<file path="config.mk">
export PLATFORM = sky130hd
export DESIGN_NAME = phase_speed_est
export DESIGN_NICKNAME = d
export VERILOG_FILES = /design/src/rtl/phase_speed_est.sv
export SDC_FILE = /design/constraint.sdc
export NUM_CORES = 1
export LEC_CHECK = 0
export BUFFER_PORTS_ARGS = -buffer_cell sky130_fd_sc_hd__buf_2
export CAP_MARGIN = 20
export CELL_PAD_IN_SITES_DETAIL_PLACEMENT = 0
export CELL_PAD_IN_SITES_GLOBAL_PLACEMENT = 2
export CORE_MARGIN = 2
export CORE_UTILIZATION = 30
export DETAILED_ROUTE_END_ITERATION = 10
export HOLD_SLACK_MARGIN = 0.1
export PLACE_DENSITY = 0.72
export SLEW_MARGIN = 20
export SYNTH_ARGS = -nofsm -noshare
export SYNTH_HDL_FRONTEND = slang
export SYNTH_SLANG_ARGS = --single-unit
</file>
<file path="constraint.sdc">
create_clock -name clock_i -period 10.3 [get_ports clock_i]
set_clock_uncertainty 0.2 [all_clocks]
set_input_delay 2.575 -clock clock_i [delete_from_list [all_inputs] [get_ports clock_i]]
set_output_delay 2.575 -clock clock_i [all_outputs]
set_load 0.005 [all_outputs]
</file>
<file path="src/rtl/phase_speed_est.sv">
`default_nettype none
// ============================================================================
//  Module      : phase_speed_est
//  Description : Phase-to-speed estimator. Signed phase samples are summed
//                over a programmable power-of-two window; the window mean is
//                multiplied by a runtime unsigned scale factor, rescaled to
//                the speed fixed-point format and saturated.
//
//  Ports
//    clock_i    : system clock, all logic on the rising edge
//    reset_i    : synchronous active-high reset
//    sample_i   : qualifies phase_i, one sample accepted per cycle when high
//    meanlen_i  : requested log2 window length (clamped to MAXLEN)
//    scale_i    : unsigned scale, UQ(SCALE_W-SCALE_FRAC).SCALE_FRAC
//    phase_i    : signed phase sample, PHASE_FRAC fractional bits
//    speed_o    : saturated signed speed, SPEED_FRAC fractional bits, held
//    valid_o    : one-cycle strobe when speed_o updates
//    sat_o      : speed_o was clamped; updates together with valid_o
//
//  Latency     : last sample of a window at edge k -> speed_o/valid_o at k+3
//  Revision    : 1.0  initial release
// ============================================================================
module phase_speed_est #(
    parameter int PHASE_W    = 19,
    parameter int PHASE_FRAC = 10,
    parameter int SPEED_W    = 16,
    parameter int SPEED_FRAC = 10,
    parameter int SCALE_W    = 16,
    parameter int SCALE_FRAC = 12,
    parameter int MAXLEN     = 10
) (
    input  logic                      clock_i,
    input  logic                      reset_i,
    input  logic                      sample_i,
    input  logic [3:0]                meanlen_i,
    input  logic [SCALE_W-1:0]        scale_i,
    input  logic signed [PHASE_W-1:0] phase_i,
    output logic signed [SPEED_W-1:0] speed_o,
    output logic                      valid_o,
    output logic                      sat_o
);

    // ------------------------------------------------------------------------
    // Derived sizes
    // ------------------------------------------------------------------------
    // Accumulator holds up to 2^MAXLEN full-scale samples without overflow.
    localparam int c_ACC_W  = PHASE_W + MAXLEN;
    localparam int c_CNT_W  = (MAXLEN > 0) ? MAXLEN : 1;
    // Mean times {0,scale}: the extra bit keeps scale positive in a signed
    // multiply.
    localparam int c_PROD_W = PHASE_W + SCALE_W + 1;
    // Product carries PHASE_FRAC+SCALE_FRAC fraction bits; drop down to
    // SPEED_FRAC.
    localparam int c_SHIFT  = PHASE_FRAC + SCALE_FRAC - SPEED_FRAC;

    localparam logic [3:0]                c_MAXLEN_L  = 4'(MAXLEN);
    localparam logic signed [SPEED_W-1:0] c_SPEED_MAX = {1'b0, {(SPEED_W-1){1'b1}}};
    localparam logic signed [SPEED_W-1:0] c_SPEED_MIN = {1'b1, {(SPEED_W-1){1'b0}}};

    // ------------------------------------------------------------------------
    // Window accumulation state
    // ------------------------------------------------------------------------
    logic [3:0]                len_q, len_d;
    logic signed [c_ACC_W-1:0] sum_q, sum_d;
    logic [c_CNT_W-1:0]        cnt_q, cnt_d;

    // Completed-window total handed to the averaging stage
    logic                      tot_vld_q, tot_vld_d;
    logic signed [c_ACC_W-1:0] tot_q, tot_d;
    logic [3:0]                tot_len_q, tot_len_d;

    // Stage 1: window mean
    logic                      avg_vld_q, avg_vld_d;
    logic signed [PHASE_W-1:0] avg_q, avg_d;

    // Stage 2: scaled mean
    logic                       prod_vld_q, prod_vld_d;
    logic signed [c_PROD_W-1:0] prod_q, prod_d;

    // Stage 3: saturated output
    logic signed [SPEED_W-1:0] speed_q, speed_d;
    logic                      sat_q, sat_d;
    logic                      valid_q, valid_d;

    // ------------------------------------------------------------------------
    // Combinational helpers
    // ------------------------------------------------------------------------
    logic [3:0]                 w_len_clamped;
    logic                       w_restart;
    logic signed [c_ACC_W-1:0]  w_sum_base;
    logic [c_CNT_W-1:0]         w_cnt_base;
    logic [c_CNT_W-1:0]         w_last_cnt;
    logic                       w_last;
    logic signed [c_ACC_W-1:0]  w_phase_ext;
    logic signed [c_ACC_W-1:0]  w_total;
    logic signed [c_PROD_W-1:0] w_avg_ext;
    logic signed [c_PROD_W-1:0] w_scale_ext;
    logic signed [c_PROD_W-1:0] w_res;
    logic [c_PROD_W-SPEED_W:0]  w_res_hi;
    logic                       w_in_range;

    // Effective window length and restart detection. A changed length throws
    // away the partial window; the base values below already reflect that,
    // so a sample arriving in the same cycle lands as sample 1 of the new
    // window (and completes it immediately when the new length is 0).
    always_comb begin
        w_len_clamped = (meanlen_i > c_MAXLEN_L) ? c_MAXLEN_L : meanlen_i;
        w_restart     = (w_len_clamped != len_q);
        w_sum_base    = w_restart ? '0 : sum_q;
        w_cnt_base    = w_restart ? '0 : cnt_q;
    end

    // N-1 for the effective window: the low L bits set.
    always_comb begin
        w_last_cnt = '0;
        for (int i = 0; i < c_CNT_W; i++) begin
            w_last_cnt[i] = (i < int'(w_len_clamped));
        end
    end

    always_comb begin
        w_phase_ext = c_ACC_W'(phase_i);
        w_total     = w_sum_base + w_phase_ext;
        w_last      = (w_cnt_base == w_last_cnt);
    end

    // ------------------------------------------------------------------------
    // Accumulator next state
    // ------------------------------------------------------------------------
    always_comb begin
        len_d     = w_len_clamped;
        sum_d     = w_sum_base;
        cnt_d     = w_cnt_base;
        tot_vld_d = 1'b0;
        tot_d     = tot_q;
        tot_len_d = tot_len_q;
        if (sample_i) begin
            if (w_last) begin
                // Window complete: forward the total including this sample
                // and start the next window empty, so back-to-back windows
                // lose nothing.
                sum_d     = '0;
                cnt_d     = '0;
                tot_vld_d = 1'b1;
                tot_d     = w_total;
                tot_len_d = w_len_clamped;
            end else begin
                sum_d = w_total;
                cnt_d = w_cnt_base + c_CNT_W'(1);
            end
        end
    end

    // ------------------------------------------------------------------------
    // Stage 1: mean = total >>> L. The window length travels with the total
    // so a length change right after completion cannot corrupt it. The sum of
    // 2^L PHASE_W-bit samples divided by 2^L always fits PHASE_W bits.
    // ------------------------------------------------------------------------
    always_comb begin
        avg_vld_d = tot_vld_q;
        avg_d     = avg_q;
        if (tot_vld_q) begin
            avg_d = PHASE_W'(tot_q >>> tot_len_q);
        end
    end

    // ------------------------------------------------------------------------
    // Stage 2: scale multiply. scale_i is taken in this cycle, not latched
    // with the window.
    // ------------------------------------------------------------------------
    always_comb begin
        w_avg_ext   = c_PROD_W'(avg_q);
        w_scale_ext = c_PROD_W'({1'b0, scale_i});
        prod_vld_d  = avg_vld_q;
        prod_d      = prod_q;
        if (avg_vld_q) begin
            prod_d = w_avg_ext * w_scale_ext;
        end
    end

    // ------------------------------------------------------------------------
    // Stage 3: rescale and saturate. The shifted result fits SPEED_W signed
    // exactly when every bit from the SPEED_W-1 sign position upward agrees.
    // ------------------------------------------------------------------------
    always_comb begin
        w_res      = prod_q >>> c_SHIFT;
        w_res_hi   = w_res[c_PROD_W-1:SPEED_W-1];
        w_in_range = (&w_res_hi) | ~(|w_res_hi);
        valid_d    = prod_vld_q;
        speed_d    = speed_q;
        sat_d      = sat_q;
        if (prod_vld_q) begin
            if (w_in_range) begin
                speed_d = w_res[SPEED_W-1:0];
                sat_d   = 1'b0;
            end else begin
                speed_d = w_res[c_PROD_W-1] ? c_SPEED_MIN : c_SPEED_MAX;
                sat_d   = 1'b1;
            end
        end
    end

    // ------------------------------------------------------------------------
    // Registers
    // ------------------------------------------------------------------------
    always_ff @(posedge clock_i) begin
        if (reset_i) begin
            len_q      <= '0;
            sum_q      <= '0;
            cnt_q      <= '0;
            tot_vld_q  <= 1'b0;
            tot_q      <= '0;
            tot_len_q  <= '0;
            avg_vld_q  <= 1'b0;
            avg_q      <= '0;
            prod_vld_q <= 1'b0;
            prod_q     <= '0;
            speed_q    <= '0;
            sat_q      <= 1'b0;
            valid_q    <= 1'b0;
        end else begin
            len_q      <= len_d;
            sum_q      <= sum_d;
            cnt_q      <= cnt_d;
            tot_vld_q  <= tot_vld_d;
            tot_q      <= tot_d;
            tot_len_q  <= tot_len_d;
            avg_vld_q  <= avg_vld_d;
            avg_q      <= avg_d;
            prod_vld_q <= prod_vld_d;
            prod_q     <= prod_d;
            speed_q    <= speed_d;
            sat_q      <= sat_d;
            valid_q    <= valid_d;
        end
    end

    assign speed_o = speed_q;
    assign sat_o   = sat_q;
    assign valid_o = valid_q;

endmodule
`default_nettype wire

</file>
# ---- Word level (Yosys, flattened, before mapping)
# Index checks and enable logic that the tools add are counted.
# W data, S select, Z words.
dict set report op_classes {
  add_sub_neg 2
  multipliers 1
  magnitude_cmp 11
  n_eq_ne 2
  n_shift 1
  n_mux 11
  bitwise 3
  reduce_logical 4
}
# op count
set ops {}
lappend ops {{$mux W29} 3}
lappend ops {{$mul A19 B17 Y36} 1}
lappend ops {{$mux W16} 2}
lappend ops {{$mux W10} 3}
lappend ops {{$add A29 B19 Y29} 1}
lappend ops {{$sshr A29 B4 Y19} 1}
lappend ops {{$lt A3 B4 Y1 const A} 4}
lappend ops {{$add A10 B1 Y10 const B} 1}
lappend ops {{$eq A10 B10 Y1} 1}
lappend ops {{$reduce_and A9 Y1} 1}
lappend ops {{$reduce_or A9 Y1} 1}
lappend ops {{$lt A1 B4 Y1 const A} 2}
lappend ops {{$lt A2 B4 Y1 const A} 2}
lappend ops {{$lt A4 B4 Y1 const A} 2}
lappend ops {{$gt A4 B4 Y1 const B} 1}
lappend ops {{$mux W4} 1}
lappend ops {{$ne A4 B4 Y1} 1}
lappend ops {{$mux W1} 2}
lappend ops {{$not A1 Y1} 2}
lappend ops {{$reduce_and A2 Y1} 1}
lappend ops {{$reduce_or A2 Y1} 1}
lappend ops {{$or A1 B1 Y1} 1}
dict set report totals {
  regBits 152
  out_inout_bits 18
  wordCells 48
}

# ---- Depth between registers and ports, before layout
# Gate-level depths: netlist (run 1).
dict set report depth {
  word_depth 7
  depth_mapped 25
  mapped_depth_nobuf 24
}

# ---- Worst setup path after synthesis (run 1)
# Ideal clock, no wire load.
dict set report synth_timing {
  path_kind {input to register}
  start {input port scale_i[3]}
  end {register prod_q[33]}
  setup_ns 0.131
  arrival_ns 8.524
  required_ns 9.969
  slack_ns 1.445
  stages 22
  path_buffers 2
  cell_sequence {clkbuf_1 > clkbuf_1 > nand2_1 > fa_1 > fa_1 > inv_1 > fa_1 > fa_1 > fa_1 > inv_1 > fa_1 > inv_1 > ha_1 > a2111oi_0 > o21ai_0 > a2111oi_0 > nand4_1 > a41oi_1 > o21bai_1 > a21oi_1 > xor2_1 > o21ai_0}
}
dict set report synth_via {
  elab_chain_cells 1
}
# item line_no
set synth_lines {}
lappend synth_lines {{start, declared} 36} ;# input logic [SCALE_W-1:0] scale_i,
lappend synth_lines {{$mul A19 B17 Y36} 177} ;# prod_d = w_avg_ext * w_scale_ext;
lappend synth_lines {{end signal, assigned} 231} ;# prod_q <= prod_d;
lappend synth_lines {{end, declared} 78} ;# logic signed [c_PROD_W-1:0] prod_q, prod_d;
# Every way passes these cells.
# A chain may end at the register's enable or synchronous reset.

# ---- Worst setup path after layout (run 1)
dict set report layout_timing {
  start {input port scale_i[2]}
  end {register prod_q[33]}
}
# Same word-level chain as after synthesis.

==> results.yml, run 1 <==
cells_and_area:
  area_growth_pct: 8.397
  final_cell_mix: "384 x inv_1, 306 x fa_1, 291 x nand2_1"
  fin_nets: 2656
  insertedDiodeCount: 0
  final_common_cell: "inv_1"
  drive_above_1_share_pct: 6.627
hold_path:
  hold_end: "tot_q[22]$_SDFFE_PP0P_"
  min-delay-start: "tot_q[22]$_SDFFE_PP0P_"
  hp-class: "register to register"
  hold_depth: 2
cts:
  htreeDepth: 4
  clk_latency_ns: 0.45
  root_buffer: "clkbuf_16"
  numCtsBuffers: 17
  cts.repair.resized: 0
  postCtsHoldBufs: 0
  clk_pin_slew_ns: 0.06
  cts_sinks: 140
  cts_buffer_depth: 2
  cts_tree: "yes"
  cts_setup_buffers: 0
outcome:
  status: "completed"
timing:
  layout_worst_path_cycle_share_pct: 89.24
  finalMaxSlewViolations: 0
  rsz0062_at_grt: "false"
  hold_viol_final: 0
  relSlewSlack_pct: 28.28
  fmax_mhz: 108.8
  tns_ns: 0
  setup_violations: 0
  fin_crit_ns: 9.192
  worst_pin_slew_ns: 1.074
  setup_ws_ns: 1.108
die:
  dieArea_sq_mm: 0.06586
  num_rows: 92
  die_y_um: 256.6
  core-area_sq_mm: 0.06308
  io_pins: 60
  die_w_um: 256.6
  initial_core_util_pct: 30.36
worst_setup_path:
  reg2reg_depth: 20
  worst_setup_path_start_kind: "input port"
  regToRegEndpoint: "prod_q[33]$_SDFFE_PP0P_"
  r2r-start: "avg_q[18]$_SDFFE_PP0P_"
  cp_top_family: "adder cells"
  cp_data_required_time_ns: 10.40
  critical-path-max-stage-delay_ns: 0.81
  regToRegSetupSlack_ns: 2.73
  critPathBufInv: 4
  worstPathMaxFanout: 19
  worstPathArrival_ns: 9.29
  end_kind: "register"
  critPathMostFrequentCell: "fa_1"
  slowest_stage: "fa_1"
  cp_cell_sequence: "buf_2 -> nand2_1 -> fa_1 -> fa_1 -> inv_1 -> fa_1 -> fa_1 -> fa_1 -> inv_1 -> fa_1 -> inv_1 -> ha_1 -> a2111oi_0 -> o21ai_0 -> a2111oi_0 -> nand4_1 -> a41oi_1 -> o21bai_1 -> a21oi_1 -> xor2_1 -> o21ai_0"
  critPathKind: "input port to register"
pwr:
  power.density_mw_per_mm2: 62.73
  vdd_drop_max_mv: 0.08358
  p_leak_nw: 9.735
synthesis:
  synth_cells: 2211
  yosys.cell_types.count: 71
  synth_top_area_cell: "fa_1"
  syn_area_per_cell_sq_um: 8.660
  synth_edf_count: 0
  ys_seq_area_share_pct: 14.64
  synth_top_area_share_pct: 31.99
  synthesis.nets: 2677
  syn-cell-area_sq_mm: 0.01915
  synth_warnings: 0
  async_reset_ff_share_pct: 0
  ys.flop_type: "dfxtp_1"
  synth_seq_cells: 140
  yosys-top-cells-area: "fa_1 32%, dfxtp_1 15%, ha_1 7.7%"
grt:
  grt_max_degree: 72
  grt_pass1_vias: 15530
  track_usage_pct: 15.76
  antenna_found_initial: 1
  grt_pass1_wl_mm: 83.48
  grt-ovfl-total: 0
flow_run:
  maxCapViolCount: 0
drt:
  dr.pass1.iters: 5
  routed_via_density: 4.813
  routed_wl_mm: 49.52
  drt_iter0_markers: 701
  drc: 0
  wl_per_cell_um: 16.24
  ant_nets: 0
  via_count: 14670
place:
  dpl.hpwl_mm: 38.47
  place.gp.congestion: 0.8342
  io_buffers: 59
  place_ws_ns: 0.6584
tightest hold or removal path: cells and delay by family, from the launching register on:
family	cells	cell delay, ns
simple gates	1	0.06
compound gates	1	0.05
flops	1	0.32
area by class of cell:
type | count | area (sq um)
fillers | 6772 | 42320
multi-input cells | 1575 | 14460
flip-flops and latches | 140 | 2804
inverters | 385 | 1445
well taps | 846 | 1059
clock buffers | 18 | 439.2
repair buffers | 71 | 387.9
clock inverters | 14 | 158.9
cells by family (layout without fill, tap and decap cells):
| group | after synthesis | after routing | synth area share [%] |
|---|---|---|---|
| adder cells (fa/ha/maj) | 424 | 424 | 39.70 |
| AND/OR/NAND/NOR | 683 | 683 | 16.71 |
| XOR/XNOR | 63 | 63 | 2.882 |
| flip-flops | 140 | 140 | 14.64 |
| buffers and inverters | 496 | 488 | 9.932 |
| AO/OA/AOI/OAI | 330 | 330 | 11.19 |
| multiplexers | 75 | 75 | 4.946 |
worst max-delay path by stage:
| stage | from | endpoint | slack [ns] | cells past startpoint |
|---|---|---|---|---|
| finish | scale_i[2] | prod_q[33]$_SDFFE_PP0P_ | 1.11 | 21 |
| global route | scale_i[2] | prod_q[33]$_SDFFE_PP0P_ | 0.44 | 21 |
| CTS | scale_i[2] | prod_q[33]$_SDFFE_PP0P_ | 1.07 | 21 |
| detailed placement | scale_i[2] | prod_q[33]$_SDFFE_PP0P_ | 0.66 | 21 |
| global placement | scale_i[2] | prod_q[33]$_SDFFE_PP0P_ | 0.85 | 21 |
| floorplan | scale_i[3] | prod_q[33]$_SDFFE_PP0P_ | 1.44 | 22 |
metal layers:
layer	global-route usage, %	share of wire, %	up-vias
met5	0	0.014	-
met4	3.892	1.6	2
met2	27.63	49	216
li1	-	-	6976
met3	1.473	2.4	48
met1	20.83	47	7432
cell usage after synthesis (all sizes together), types with 3 or more instances:
library cell  count
a2111oi           8
a211oi           42
a21o             24
a21oi           123
a22o             10
a22oi            12
a31o              4
a31oi             6
and2            148
and3             13
and4              3
buf              20
clkbuf           91
dfxtp           140
fa              306
ha              118
inv             384
mux2              7
mux2i            53
mux4             15
nand2           293
nand2b           10
nand3            24
nand3b            3
nand4            14
nor2            130
nor2b            12
nor3             15
nor4              3
o211ai            6
o21a             10
o21ai            45
o21bai            3
o22ai             8
o31ai             5
or2               5
or3               3
or4               4
xnor2            42
xor2             21
stage by stage:
step / util, % / area, sq um / power (mW) / std cells / hold slack, ns
2_1_floorplan: - / 19150 / 0.6286 / 2211 / 0.2254
3_3_place_gp: 31.94 / 20150 / 0.6675 / 3017 / 0.2632
3_5_place_dp: 31.94 / 20150 / 0.6680 / 3017 / 0.2619
4_1_cts: 32.89 / 20750 / 1.326 / 3049 / 0.2803
5_1_grt: 32.90 / 20760 / 1.356 / 3049 / 0.3008
6_report: 32.90 / 20760 / 1.302 / 3049 / 0.2761
where the power goes:
group          internal [mW]  switching, mW  leakage (nW)
Combinational         0.0302         0.0757          8.30
Clock                  0.369          0.278         0.299
Sequential             0.548        0.00207          1.13
Total                  0.946          0.355          9.73
sequential cells by signal, summed over array words and instances, names as in the netlist:
register / flops
sum_q: 29
tot_q: 29
prod_q: 24
avg_q: 19
speed_o: 16
cnt_q: 10
len_q: 4
tot_len_q: 4
avg_vld_d: 1
avg_vld_q: 1
prod_vld_q: 1
sat_o: 1
valid_o: 1
No activity file was read; power rests on OpenSTA's default activity.
==> run 2, diff against run 1 <==
--- a/config.mk
+++ b/config.mk
@@ -5,6 +5,7 @@
 export SDC_FILE = /design/constraint.sdc
 export NUM_CORES = 1
 export LEC_CHECK = 0
+export ABC_AREA = 1
 export BUFFER_PORTS_ARGS = -buffer_cell sky130_fd_sc_hd__buf_2
 export CAP_MARGIN = 20
 export CELL_PAD_IN_SITES_DETAIL_PLACEMENT = 0
@@ -13,7 +14,7 @@
 export CORE_UTILIZATION = 30
 export DETAILED_ROUTE_END_ITERATION = 10
 export HOLD_SLACK_MARGIN = 0.1
-export PLACE_DENSITY = 0.72
+export PLACE_DENSITY = 0.76
 export SLEW_MARGIN = 20
 export SYNTH_ARGS = -nofsm -noshare
 export SYNTH_HDL_FRONTEND = slang
==> run 2 against run 1 <==
Cell area increased by 5.6%; count of clock-buffer cells in the layout increased by 3; sequential power about the same; sequential share of layout area decreased by 0.72 points; routed wire length increased by 16%; worst setup slack improved by 0.68 ns; synthesized cell count increased by 30%; clock power decreased by 5.9%; register-to-register slack improved by 0.64 ns; critical endpoint is now prod_q[28]$_SDFFE_PP0P_; highest routed layer is now met4.
==> results.yml, run 2 <==
outcome:
  status: "completed"
cells_and_area:
  final_cell_mix: "699 x nand2_1, 638 x inv_1, 306 x fa_1"
  drive_above_1_share_pct: 4.560
  insertedDiodeCount: 0
  reg.largest.list: "sum_q x29, tot_q x29, prod_q x24"
  instances_no_fill: 3702
  fin_nets: 3282
  area_growth_pct: 7.101
  final_common_cell: "nand2_1"
drt:
  drc: 0
  routed_wl_mm: 57.48
  ant_nets: 0
  wl_per_cell_um: 15.53
  drt_iter0_markers: 960
  via_count: 17400
  routed_via_density: 4.701
  dr.pass1.iters: 5
timing:
  tns_ns: 0
  relSlewSlack_pct: 35.05
  setup_violations: 0
  rsz0062_at_grt: "false"
  fmax_mhz: 117.5
  fin_crit_ns: 8.514
  layout_worst_path_cycle_share_pct: 82.66
  finalMaxSlewViolations: 0
  worst_pin_slew_ns: 0.9743
  hold_viol_final: 0
worst_setup_path:
  cp_data_required_time_ns: 10.42
  critPathKind: "input port to register"
  critical-path-max-stage-delay_ns: 0.82
  cp_top_family: "adder cells"
  cp_cell_sequence: "buf_2 -> nand2_1 -> fa_1 -> fa_1 -> inv_1 -> fa_1 -> fa_1 -> fa_1 -> inv_1 -> fa_1 -> inv_1 -> ha_1 -> nand2_1 -> nor2_1 -> inv_1 -> nor3_1 -> nand4_1 -> nand3_1 -> nand2_1 -> nor2_1 -> nor2_1"
  end_kind: "register"
  critPathBufInv: 5
  worst_setup_path_start_kind: "input port"
  worstPathArrival_ns: 8.63
  slowest_stage: "fa_1"
  critPathMostFrequentCell: "fa_1"
  worstPathMaxFanout: 19
place:
  dpl.hpwl_mm: 47.31
  dp_cells: 3670
  place.gp.congestion: 0.8860
  io_buffers: 59
synthesis:
  synth_top_family_by_area: "adder cells"
  syn_area_per_cell_sq_um: 7.136
  synthSimpleGateAreaFrac_pct: 23.20
  synth_top_area_share_pct: 29.92
  synth_seq_cells: 140
  synthXorXnorAreaFrac_pct: 2.011
  synth-compound-area-share_pct: 8.910
  yosysMostFrequentCell: "nand2_1"
  synth_top_area_cell: "fa_1"
  synth_warnings: 0
  async_reset_ff_share_pct: 0
  synthMuxAreaShare_pct: 0.3422
  yosys-top-cells-area: "fa_1 30%, dfxtp_1 14%, nand2_1 13%"
  synth_edf_count: 0
  syn-cell-area_sq_mm: 0.02047
  ys.flop_type: "dfxtp_1"
  yosys.cell_types.count: 49
  synth_top_cells_by_count: "699 x nand2_1, 638 x inv_1, 306 x fa_1"
  synth_cells: 2869
  synth_fa_ha_area_share_pct: 37.13
  synthesis.nets: 3335
  ys_seq_area_share_pct: 13.69
die:
  die_y_um: 265.2
  num_rows: 95
  dieArea_sq_mm: 0.07035
  core-area_sq_mm: 0.06740
  die_w_um: 265.2
  initial_core_util_pct: 30.38
  io_pins: 60
hold_path:
  hp-class: "register to register"
cts:
  cts_tree: "yes"
  cts_setup_buffers: 0
  numCtsBuffers: 17
  root_buffer: "clkbuf_16"
  postCtsHoldBufs: 0
  cts_sinks: 140
  clk_pin_slew_ns: 0.07
  cts.repair.resized: 0
  cts_buffer_depth: 2
  clk_latency_ns: 0.44
  htreeDepth: 4
pwr:
  power.density_mw_per_mm2: 58.79
  p_leak_nw: 11.77
  vdd_drop_max_mv: 0.07808
grt:
  track_usage_pct: 17.10
  grt_max_degree: 99
  grt_pass1_wl_mm: 97.12
  antenna_found_initial: 0
  grt-ovfl-total: 0
  grt_pass1_vias: 18230
flow_run:
  maxCapViolCount: 0
==> run 2: worst paths after layout <==
kind         depth (start not counted)  slack, ns                        to                     start
min                                  2       0.27  speed_o[15]$_SDFFE_PP0P_  speed_o[15]$_SDFFE_PP0P_
max reg2reg                         20       3.37   prod_q[28]$_SDFFE_PP0P_    avg_q[18]$_SDFFE_PP0P_
max                                 21       1.79   prod_q[28]$_SDFFE_PP0P_                scale_i[2]
min reg2reg                          2       0.27  speed_o[15]$_SDFFE_PP0P_  speed_o[15]$_SDFFE_PP0P_
==> run 2: cells by family after synthesis <==
group / after synthesis
AOI/OAI and AO/OA: 329
xor gates and xnor gates: 47
buffers and inverters: 786
muxes: 7
and+or+nand+nor: 1136
adders and majority gates: 424
DFF: 140
==> run 2: final cells by class <==
cell class	instances	area, sq um
clock inverter	11	111.4
fill	7331	45470
multi-input combinational	1943	14660
tap	873	1092
inverter	643	2415
sequential	140	2804
clock buffer	21	460.4
timing repair buffer	71	385.4
==> run 2: worst register-to-register path, delay by kind of cell, from the launching register on <==
family / cells / cell delay [ns]
adder cells (fa/ha/maj): 7 / 3.70
buffers and inverters: 4 / 0.52
flip-flops: 1 / 0.86
AND/OR/NAND/NOR: 9 / 1.56
==> run 2: where the power goes <==
group	internal (mW)	leakage, nW	switching [mW]
clock	0.348	0.275	0.260
sequential	0.548	1.13	0.00203
combinational	0.0306	10.4	0.100
==> run 2: routing by layer <==
metal	GRT usage (%)	vias to the layer above	share of wire (%)	routed length [um]
li1	-	8582	-	-
met5	0	-	0	0
met1	24.93	8487	50	28770
met4	2.749	0	0.89	511
met3	1.444	38	3.3	1893
met2	28.00	297	46	26300
==> run 2: stage by stage <==
step	cell area, sq um	util, %	power [mW]	worst slack [ns]	hold slack (ns)
6_report	21930	32.54	1.289	1.786	0.2732
5_1_grt	21930	32.54	1.343	1.433	0.2961
4_1_cts	21930	32.53	1.308	1.799	0.2779
3_5_place_dp	21350	31.68	0.6929	1.329	0.2613
3_3_place_gp	21350	31.68	0.6920	1.434	0.2534
2_1_floorplan	20470	-	0.6499	2.072	0.2399
==> run 3, diff against run 2 <==
==> constraint.sdc (replaced) <==
create_clock -name clock_i -period 8.9 [get_ports clock_i]
set_clock_uncertainty 0.2 [all_clocks]
set_input_delay 2.225 -clock clock_i [delete_from_list [all_inputs] [get_ports clock_i]]
set_output_delay 2.225 -clock clock_i [all_outputs]
set_load 0.005 [all_outputs]
==> run 3 against run 2 <==
Power is 19% higher; worst setup slack worse by 1.0 ns; hold slack lost 0.0021 ns; cell area increased by 0.17%; via count about the same; flip-flop and latch count is the same; largest power group unchanged; clock power grew 23%; cell count unchanged; largest cell class unchanged; sequential power up 16%; critical path depth is 1 lower; count of clock-buffer cells in the layout shrank 3; global-route usage hardly changed.
==> results.yml, run 3 (synthesized netlist as in run 2, its figures left out) <==
grt:
  track_usage_pct: 17.08
  grt_pass1_wl_mm: 96.97
  antenna_found_initial: 0
  grt-ovfl-total: 0
  grt_pass1_vias: 17920
  grt_max_degree: 99
outcome:
  status: "completed"
place:
  io_buffers: 59
  place.gp.congestion: 0.8873
  dpl.hpwl_mm: 47.32
  dp_cells: 3670
worst_setup_path:
  worstPathArrival_ns: 8.23
  end_kind: "register"
  worstPathMaxFanout: 19
  critPathKind: "input port to register"
  cp_data_required_time_ns: 9.02
  worst_setup_path_start_kind: "input port"
cells_and_area:
  final_cell_mix: "699 x nand2_1, 638 x inv_1, 306 x fa_1"
  instances_no_fill: 3702
  multi_input_area_sq_mm: 0.01466
  reg.largest.list: "sum_q x29, tot_q x29, prod_q x24"
  drive_above_1_share_pct: 4.631
  seq_area_sq_mm: 0.002804
  final_core_util_pct: 32.59
  area_growth_pct: 7.285
  fin_nets: 3282
  nFillCells: 7309
  insertedDiodeCount: 0
  final_common_cell: "nand2_1"
die:
  num_rows: 95
  initial_core_util_pct: 30.38
  core-area_sq_mm: 0.06740
  die_y_um: 265.2
  io_pins: 60
  die_w_um: 265.2
  dieArea_sq_mm: 0.07035
timing:
  fmax_mhz: 123.2
  worst_pin_slew_ns: 0.9775
  hold_viol_final: 0
  relSlewSlack_pct: 34.59
  tns_ns: 0
  holdWs_ns: 0.2711
  setup_violations: 0
  fin_crit_ns: 8.115
  finalMaxSlewViolations: 0
  layout_worst_path_cycle_share_pct: 91.18
  rsz0062_at_grt: "false"
drt:
  dr_wl_met3_mm: 1.960
  wl_per_cell_um: 15.52
  drc: 0
  routed_wl_mm: 57.44
  drt_iter0_markers: 1050
  dr_wl_met2_mm: 26.17
  via_count: 17400
  dr.max_layer_used: "met4"
  ant_nets: 0
  routed_via_density: 4.700
  dr.pass1.iters: 8
  wl_met1_mm: 28.86
pwr:
  power.density_mw_per_mm2: 69.87
  vdd_drop_max_mv: 0.09982
  totalPowerFinal_mw: 1.535
  p_leak_nw: 11.78
cts:
  cts_sinks: 140
  numCtsBuffers: 17
  cts_tree: "yes"
  htreeDepth: 4
  clk_pin_slew_ns: 0.06
  cts_buffer_depth: 2
  cts.repair.resized: 0
  postCtsHoldBufs: 0
  cts_setup_buffers: 0
  root_buffer: "clkbuf_16"
  clk_latency_ns: 0.43
hold_path:
  hp-class: "register to register"
flow_run:
  maxCapViolCount: 0
run 3: final cells by class:
cell class / count / area share (%)
multi-input combinational: 1943 / 66.74
sequential: 140 / 12.77
inverter: 643 / 10.99
tap: 873 / 4.973
clock buffer: 18 / 1.999
timing repair buffer: 71 / 1.754
clock inverter: 14 / 0.7747
run 3: routing by layer:
metal  vias up  global-route usage [%]
met1      8497                   24.93
met4         0                   2.443
met2       285                   27.94
met5         -                       0
li1       8583                       -
met3        33                   1.611
run 3: power by group:
part | switching [mW] | internal (mW)
logic | 0.115 | 0.0355
clock network | 0.299 | 0.448
registers | 0.00234 | 0.634
run 3: final timing paths:
check                    startpoint  cells after the start                 endpoint  slack, ns
max reg2reg  avg_q[18]$_SDFFE_PP0P_                     19  prod_q[28]$_SDFFE_PP0P_       2.07
max                      scale_i[2]                     20  prod_q[28]$_SDFFE_PP0P_       0.79
min reg2reg   tot_q[0]$_SDFFE_PP0P_                      2    tot_q[0]$_SDFFE_PP0P_       0.27
min           tot_q[0]$_SDFFE_PP0P_                      2    tot_q[0]$_SDFFE_PP0P_       0.27
run 3: critical path, cell delays in order:
cell,delay (ns)
buf_2,0.37
nand2_1,0.23
fa_1,0.82
fa_1,0.47
inv_1,0.33
fa_1,0.51
fa_1,0.50
fa_1,0.49
inv_1,0.05
fa_1,0.47
inv_1,0.04
ha_1,0.38
a21oi_1,0.22
inv_1,0.06
a31oi_1,0.23
o21ai_0,0.13
a21oi_1,0.26
a21oi_1,0.11
nor2_1,0.25
nor2_1,0.07
run 3: stage by stage:
stage | setup WS [ns] | area [sq um]
floorplan | 1.022 | 20470
global placement | 0.3933 | 21350
detailed placement | 0.3381 | 21350
CTS | 0.7924 | 21960
global route | 0.3900 | 21960
finish | 0.7851 | 21960
